===== config.mk =====
export PLATFORM = sky130hd
export DESIGN_NAME = pc_gen_unit
export DESIGN_NICKNAME = d
export VERILOG_FILES = /design/src/rtl/pc_gen_pkg.sv /design/src/rtl/pc_redirect_buf.sv /design/src/rtl/pc_gen_unit.sv
export SDC_FILE = /design/constraint.sdc
export NUM_CORES = 1
export LEC_CHECK = 0
export ABC_AREA = 1
export BUFFER_PORTS_ARGS = -buffer_cell sky130_fd_sc_hd__buf_4
export CORE_MARGIN = 5
export CORE_UTILIZATION = 35
export CTS_CLUSTER_SIZE = 28
export DETAILED_ROUTE_END_ITERATION = 10
export PLACE_DENSITY = 0.58
export SYNTH_ARGS = -nofsm -noshare
export SYNTH_HDL_FRONTEND = slang
export SYNTH_SLANG_ARGS = --single-unit

===== constraint.sdc =====
create_clock -name clk_in -period 3.93 [get_ports clk_in]
set_clock_uncertainty 0.1 [all_clocks]
set_input_delay 0.393 -clock clk_in [delete_from_list [all_inputs] [get_ports clk_in]]
set_output_delay 0.393 -clock clk_in [all_outputs]
set_load 0.005 [all_outputs]

===== src/rtl/pc_gen_pkg.sv =====
// Shared types for the PC generator: redirect kinds (ordered by priority),
// fetch FSM states and the sequential increment sizes.
package pc_gen_pkg;

   // Numeric order is priority order, so ">=" decides buffer replacement.
   typedef enum logic [1:0] {
      KIND_NONE   = 2'd0,
      KIND_BRANCH = 2'd1,
      KIND_ERET   = 2'd2,
      KIND_TRAP   = 2'd3
   } redirect_kind_t;

   typedef enum logic [1:0] {
      S_BOOT = 2'd0,
      S_RUN  = 2'd1,
      S_WAIT = 2'd2
   } fsm_state_t;

   localparam int unsigned PC_INC_WORD = 4;
   localparam int unsigned PC_INC_HALF = 2;

endpackage


===== src/rtl/pc_redirect_buf.sv =====
// One-entry pending redirect buffer. A new redirect overwrites the held one
// only when its priority is equal or higher; clear empties it.
module pc_redirect_buf
   import pc_gen_pkg::*;
#(
   parameter int unsigned XLEN = 32
) (
   input  logic            clk,
   input  logic            rst,
   input  logic            clear,
   input  redirect_kind_t  load_kind,
   input  logic [XLEN-1:0] load_addr,
   output logic            valid,
   output logic [XLEN-1:0] addr
);

   redirect_kind_t  kind_q;
   logic [XLEN-1:0] addr_q;

   always_ff @(posedge clk) begin
      if (rst || clear) begin
         kind_q <= KIND_NONE;
         addr_q <= '0;
      end else if ((load_kind != KIND_NONE) && (load_kind >= kind_q)) begin
         kind_q <= load_kind;
         addr_q <= load_addr;
      end
   end

   assign valid = (kind_q != KIND_NONE);
   assign addr  = addr_q;

endmodule


===== src/rtl/pc_gen_unit.sv =====
// Fetch PC register, next-PC priority select, boot delay FSM and bus handshake.
// Optional compressed-instruction support is enabled by defining PC_GEN_RVC_EN.
module pc_gen_unit
   import pc_gen_pkg::*;
#(
   parameter int unsigned     XLEN      = 32,
   parameter logic [XLEN-1:0] BOOT_ADDR = '0,
   parameter int unsigned     BOOT_WAIT = 1
) (
   input  logic            clk_in,
   input  logic            rst_in,
   input  logic            ahb_ready_in,
   input  logic            stall_in,
   input  logic            trap_valid_in,
   input  logic [XLEN-1:0] trap_addr_in,
   input  logic            eret_valid_in,
   input  logic [XLEN-1:0] epc_in,
   input  logic            branch_valid_in,
   input  logic [XLEN-1:0] branch_addr_in,
`ifdef PC_GEN_RVC_EN
   input  logic            instr_len16_in,
`endif
   output logic            ireq_out,
   output logic [XLEN-1:0] iaddr_out,
   output logic [XLEN-1:0] pc_out,
   output logic [XLEN-1:0] pc_plus_4_out,
   output logic            mis_instr_out,
   output logic [XLEN-1:0] mis_addr_out,
   output fsm_state_t      fsm_state
);

   fsm_state_t      state, state_next;
   logic [3:0]      cnt, cnt_next;
   logic [XLEN-1:0] pc, pc_next, inc, branch_tgt, mis_addr;
   logic            advance, branch_mis, mis_fire, mis_instr;
   logic            buf_valid;
   logic [XLEN-1:0] buf_addr, load_addr;
   redirect_kind_t  load_kind;

   always_comb begin
      branch_tgt = branch_addr_in & ~XLEN'(1);
`ifdef PC_GEN_RVC_EN
      branch_mis = 1'b0;
      inc        = instr_len16_in ? XLEN'(PC_INC_HALF) : XLEN'(PC_INC_WORD);
`else
      branch_mis = branch_addr_in[1];
      inc        = XLEN'(PC_INC_WORD);
`endif
   end

   assign advance = (state != S_BOOT) && ahb_ready_in && !stall_in;

   // Next PC on advance; on any other cycle the winning redirect goes to the buffer.
   always_comb begin
      pc_next   = pc;
      mis_fire  = 1'b0;
      load_kind = KIND_NONE;
      load_addr = '0;
      if (advance) begin
         if (trap_valid_in)       pc_next = trap_addr_in;
         else if (eret_valid_in)  pc_next = epc_in;
         else if (buf_valid)      pc_next = buf_addr;
         else if (branch_valid_in) begin
            if (branch_mis) begin
               pc_next  = pc + inc;
               mis_fire = 1'b1;
            end else begin
               pc_next  = branch_tgt;
            end
         end else begin
            pc_next = pc + inc;
         end
      end else begin
         if (trap_valid_in) begin
            load_kind = KIND_TRAP;
            load_addr = trap_addr_in;
         end else if (eret_valid_in) begin
            load_kind = KIND_ERET;
            load_addr = epc_in;
         end else if (branch_valid_in) begin
            if (branch_mis) begin
               mis_fire = 1'b1;
            end else begin
               load_kind = KIND_BRANCH;
               load_addr = branch_tgt;
            end
         end
      end
   end

   always_comb begin
      state_next = state;
      cnt_next   = cnt;
      case (state)
         S_BOOT: begin
            if (cnt <= 4'd1) state_next = S_RUN;
            else             cnt_next   = cnt - 4'd1;
         end
         S_RUN:   if (!ahb_ready_in) state_next = S_WAIT;
         S_WAIT:  if (advance)       state_next = S_RUN;
         default: state_next = S_BOOT;
      endcase
   end

   always_ff @(posedge clk_in) begin
      if (rst_in) begin
         state     <= S_BOOT;
         cnt       <= 4'(BOOT_WAIT);
         pc        <= BOOT_ADDR;
         mis_instr <= 1'b0;
         mis_addr  <= '0;
      end else begin
         state     <= state_next;
         cnt       <= cnt_next;
         pc        <= pc_next;
         mis_instr <= mis_fire;
         if (mis_fire) mis_addr <= branch_tgt;
      end
   end

   // Every advance either consumes or supersedes the pending entry.
   pc_redirect_buf #(.XLEN(XLEN)) u_buf (
      .clk       (clk_in),
      .rst       (rst_in),
      .clear     (advance),
      .load_kind (load_kind),
      .load_addr (load_addr),
      .valid     (buf_valid),
      .addr      (buf_addr)
   );

   assign ireq_out      = (state != S_BOOT);
   assign iaddr_out     = pc;
   assign pc_out        = pc;
   assign pc_plus_4_out = pc + XLEN'(PC_INC_WORD);
   assign mis_instr_out = mis_instr;
   assign mis_addr_out  = mis_addr;
   assign fsm_state     = state;

endmodule


==> metrics.csv <==
stage,metric,value,unit
floorplanning,die_x,144,um
sta,maxSlewViolCount,0,
status,outcome,"complete, no violations",
critical_path,arrival,3.14,ns
critical_path,r2r-start,fsm_state[0]$_SDFFE_PP0P_,
global_routing,antenna_found_initial,0,
yosys,netlist_instances,943,
critical_path,cp-startpoint,fsm_state[0]$_SDFFE_PP0P_,
route,routedWlPerCell,17.2,um
clocking,clk_pin_slew_worst_paths,0.08,ns
critical_path,start_kind,register,
yosys,yosysWarnings,0,
route,post-route-drc-count,0,
clocking,cts_buffers,9,
clocking,cts_tree,yes,
final_layout,nFillCells,1917,
clocking,clkLatencyLatePin,0.35,ns
route,drt_iter0_markers,411,
power_and_ir_drop,power,0.00283,W
sta,setup_ws,0.978,ns
place,gp_congestion,0.852,
yosys,synth_top_area_share,33.0,%
yosys,synth.area.top_cells,"dfxtp_1 33%, nand2_1 11%, nor2_1 9.4%",
critical_path,cp.required,4.11,ns
critical_path,endpoint_kind,register,
route,ant_nets,0,
yosys,avgSynthCellArea,6.70,um^2
clocking,post_cts_buffers,0,
yosys,ys.flop_type,dfxtp_1,
clocking,cts_sinks,104,
route,met1_length,10200,um
clocking,postCtsHoldBufs,0,
global_routing,grt_pass1_wl,34600,um
floorplanning,initial_core_util,35.4,%
sta,max_freq,339,MHz
route,met3_length,1640,um
clocking,post_cts_resized,0,
floorplanning,core_area,17800,um^2
sta,period_minus_slack,2.95,ns
yosys,synth_edf_count,0,
route,first_pass_iters,5,
sta,worst_pin_slew,1.13,ns
flow_run,cap_violations,0,
floorplanning,rows,49,
global_routing,overflow,0,
power_and_ir_drop,p_per_area,346,nW/um^2
clocking,htreeDepth,3,
place,portBuffers,232,
final_layout,nets,1219,
critical_path,worst-setup-path-type,register to register,
global_routing,grt_max_degree,43,
final_layout,area_delta_synth_final,29.5,%
worst_hold_path,min_from,rst_in,
place,place_ws,0.887,ns
clocking,clockBufferDepth,2,
worst_hold_path,hold_class,input port to register,
final_layout,drive_gt1_share,25.7,%
route,top_layer,met4,
global_routing,grt_pass1_vias,6257,
sta,period_share,75.1,%
power_and_ir_drop,ir_drop,232,uV
place,hpwl,16900,um
critical_path,crit_fanout,31,
route,via_per_inst,5.03,
sta,rsz0062_at_grt,false,
power_and_ir_drop,power_leakage,3.61,nW
route,wirelength,23100,um
yosys,syn_nets,1051,
route,vias,6759,
yosys,async_flop_share,0,%
floorplanning,die_h,144,um
yosys,ys_seq_area_share,33.0,%
sta,setup_viol,0,
clocking,root_buffer,clkbuf_16,
final_layout,antenna_cells,0,
sta,timing.hold.ws,0.153,ns
yosys,ys_ff_latch,104,
route,met2WireLength,10600,um
global_routing,track_usage,21.3,%
yosys,synth_cell_types,39,
yosys,netlist_area,6320,um^2
floorplanning,dieArea,20800,um^2
sta,slew-limit-headroom,24.8,%
yosys,synth_area_leader_cell,dfxtp_1,
sta,tns,0,ns
floorplanning,ios,235,
sta,finalHoldViolations,0,
## layout make-up
cell class,count,area (um^2),share of cell area [%]
clock buffer,12,236,2.89
clock inverter,4,37.5,0.459
inverter,72,270,3.30
multi-input combinational,679,3430,41.9
sequential,104,2080,25.5
tap,229,287,3.50
timing repair buffer,245,1840,22.5
## cells in the mapped netlist (all sizes together), types with 2 or more instances
| cell type | number |
|---|---|
| nand2 | 182 |
| nor2 | 171 |
| dfxtp | 104 |
| o21ai | 83 |
| inv | 72 |
| a21oi | 67 |
| buf | 59 |
| nand3 | 37 |
| a22o | 32 |
| clkbuf | 28 |
| nor3 | 25 |
| a211oi | 21 |
| a31oi | 13 |
| xor2 | 12 |
| o211ai | 10 |
| nand3b | 6 |
| and2 | 5 |
| ha | 5 |
| or2 | 2 |
| xnor2 | 2 |
## state kept, by name (all words and copies together), names as in the netlist
signal / flops
iaddr_out: 32
u_buf.kind_q: 2
mis_instr_out: 1
u_buf.addr: 32
cnt: 4
fsm_state: 2
mis_addr_out: 31
## layer usage
metal  global-route usage (%)  vias up
met2                     34.6      226
met1                     28.2     3073
met3                     4.03       35
met4                     7.81        0
li1                         -     3425
met5                        0        -
## cells in the final DEF, fill, tap and decap left out, types with 2 or more instances in the layout
master / synthesis / final
xor2_2: 4 / 4
clkinv_4: 0 / 2
a21oi_1: 67 / 67
nor2_4: 4 / 6
nor2_1: 158 / 157
o211ai_1: 10 / 10
o21ai_0: 83 / 83
nor2_2: 8 / 7
inv_2: 3 / 3
a211oi_1: 21 / 21
ha_1: 5 / 5
a22o_1: 31 / 31
nand3_1: 36 / 36
xnor2_1: 2 / 2
buf_4: 36 / 245
dfxtp_1: 104 / 104
clkbuf_1: 22 / 3
inv_1: 69 / 68
nor3_1: 25 / 25
xor2_1: 8 / 8
nand2_1: 178 / 178
nand2_2: 4 / 4
clkbuf_16: 0 / 9
or2_2: 2 / 2
nand3b_1: 6 / 6
a31oi_1: 13 / 13
and2_1: 5 / 5
## report_power, final
group	total (W)	switching (W)	internal, W
clock network	0.000876	0.000435	0.000441
registers	0.00121	0.0000685	0.00114
logic	0.000741	0.000420	0.000322
## logic make-up (layout without fill, tap and decap cells)
family	Yosys count	count (layout)	share of synthesized area, %
other cells	1	1	0.0594
buf+inv	160	333	13.0
fa+ha+maj	5	5	0.990
flops	104	104	33.0
xor+xnor	14	14	2.42
compound gates	228	228	21.6
simple gates	431	431	29.0
## metrics by stage
step                instance area [um^2]  utilization [%]  instances
global route                        8180             45.8       1345
floorplan                           6320                -        943
detailed placement                  7900             44.3       1329
CTS                                 8180             45.8       1345
global placement                    7900             44.3       1329
finish                              8180             45.8       1345
## path summary, 6_finish.rpt
kind / to / slack (ns) / cells past startpoint
worst min register to register: u_buf.addr[21]$_SDFFE_PP0P_ / 0.37 / 2
worst min-delay path: mis_instr_out$_SDFF_PP0_ / 0.15 / 2
worst max register to register: u_buf.addr[4]$_SDFFE_PP0P_ / 0.98 / 12
worst max-delay path: u_buf.addr[4]$_SDFFE_PP0P_ / 0.98 / 12
## critical path: stages, from the launching register on
cell and delay [ns]:
dfxtp_1 0.34, inv_1 0.10, nand2_1 0.11, nand2_2 0.10, buf_4 0.40, o21ai_0 0.17, ha_1 0.31, o21ai_0 0.08
nand2_1 0.12, nand3_4 0.33, inv_2 0.43, o21ai_0 0.13, a21oi_1 0.16
Power figures use the tool's default switching activity.
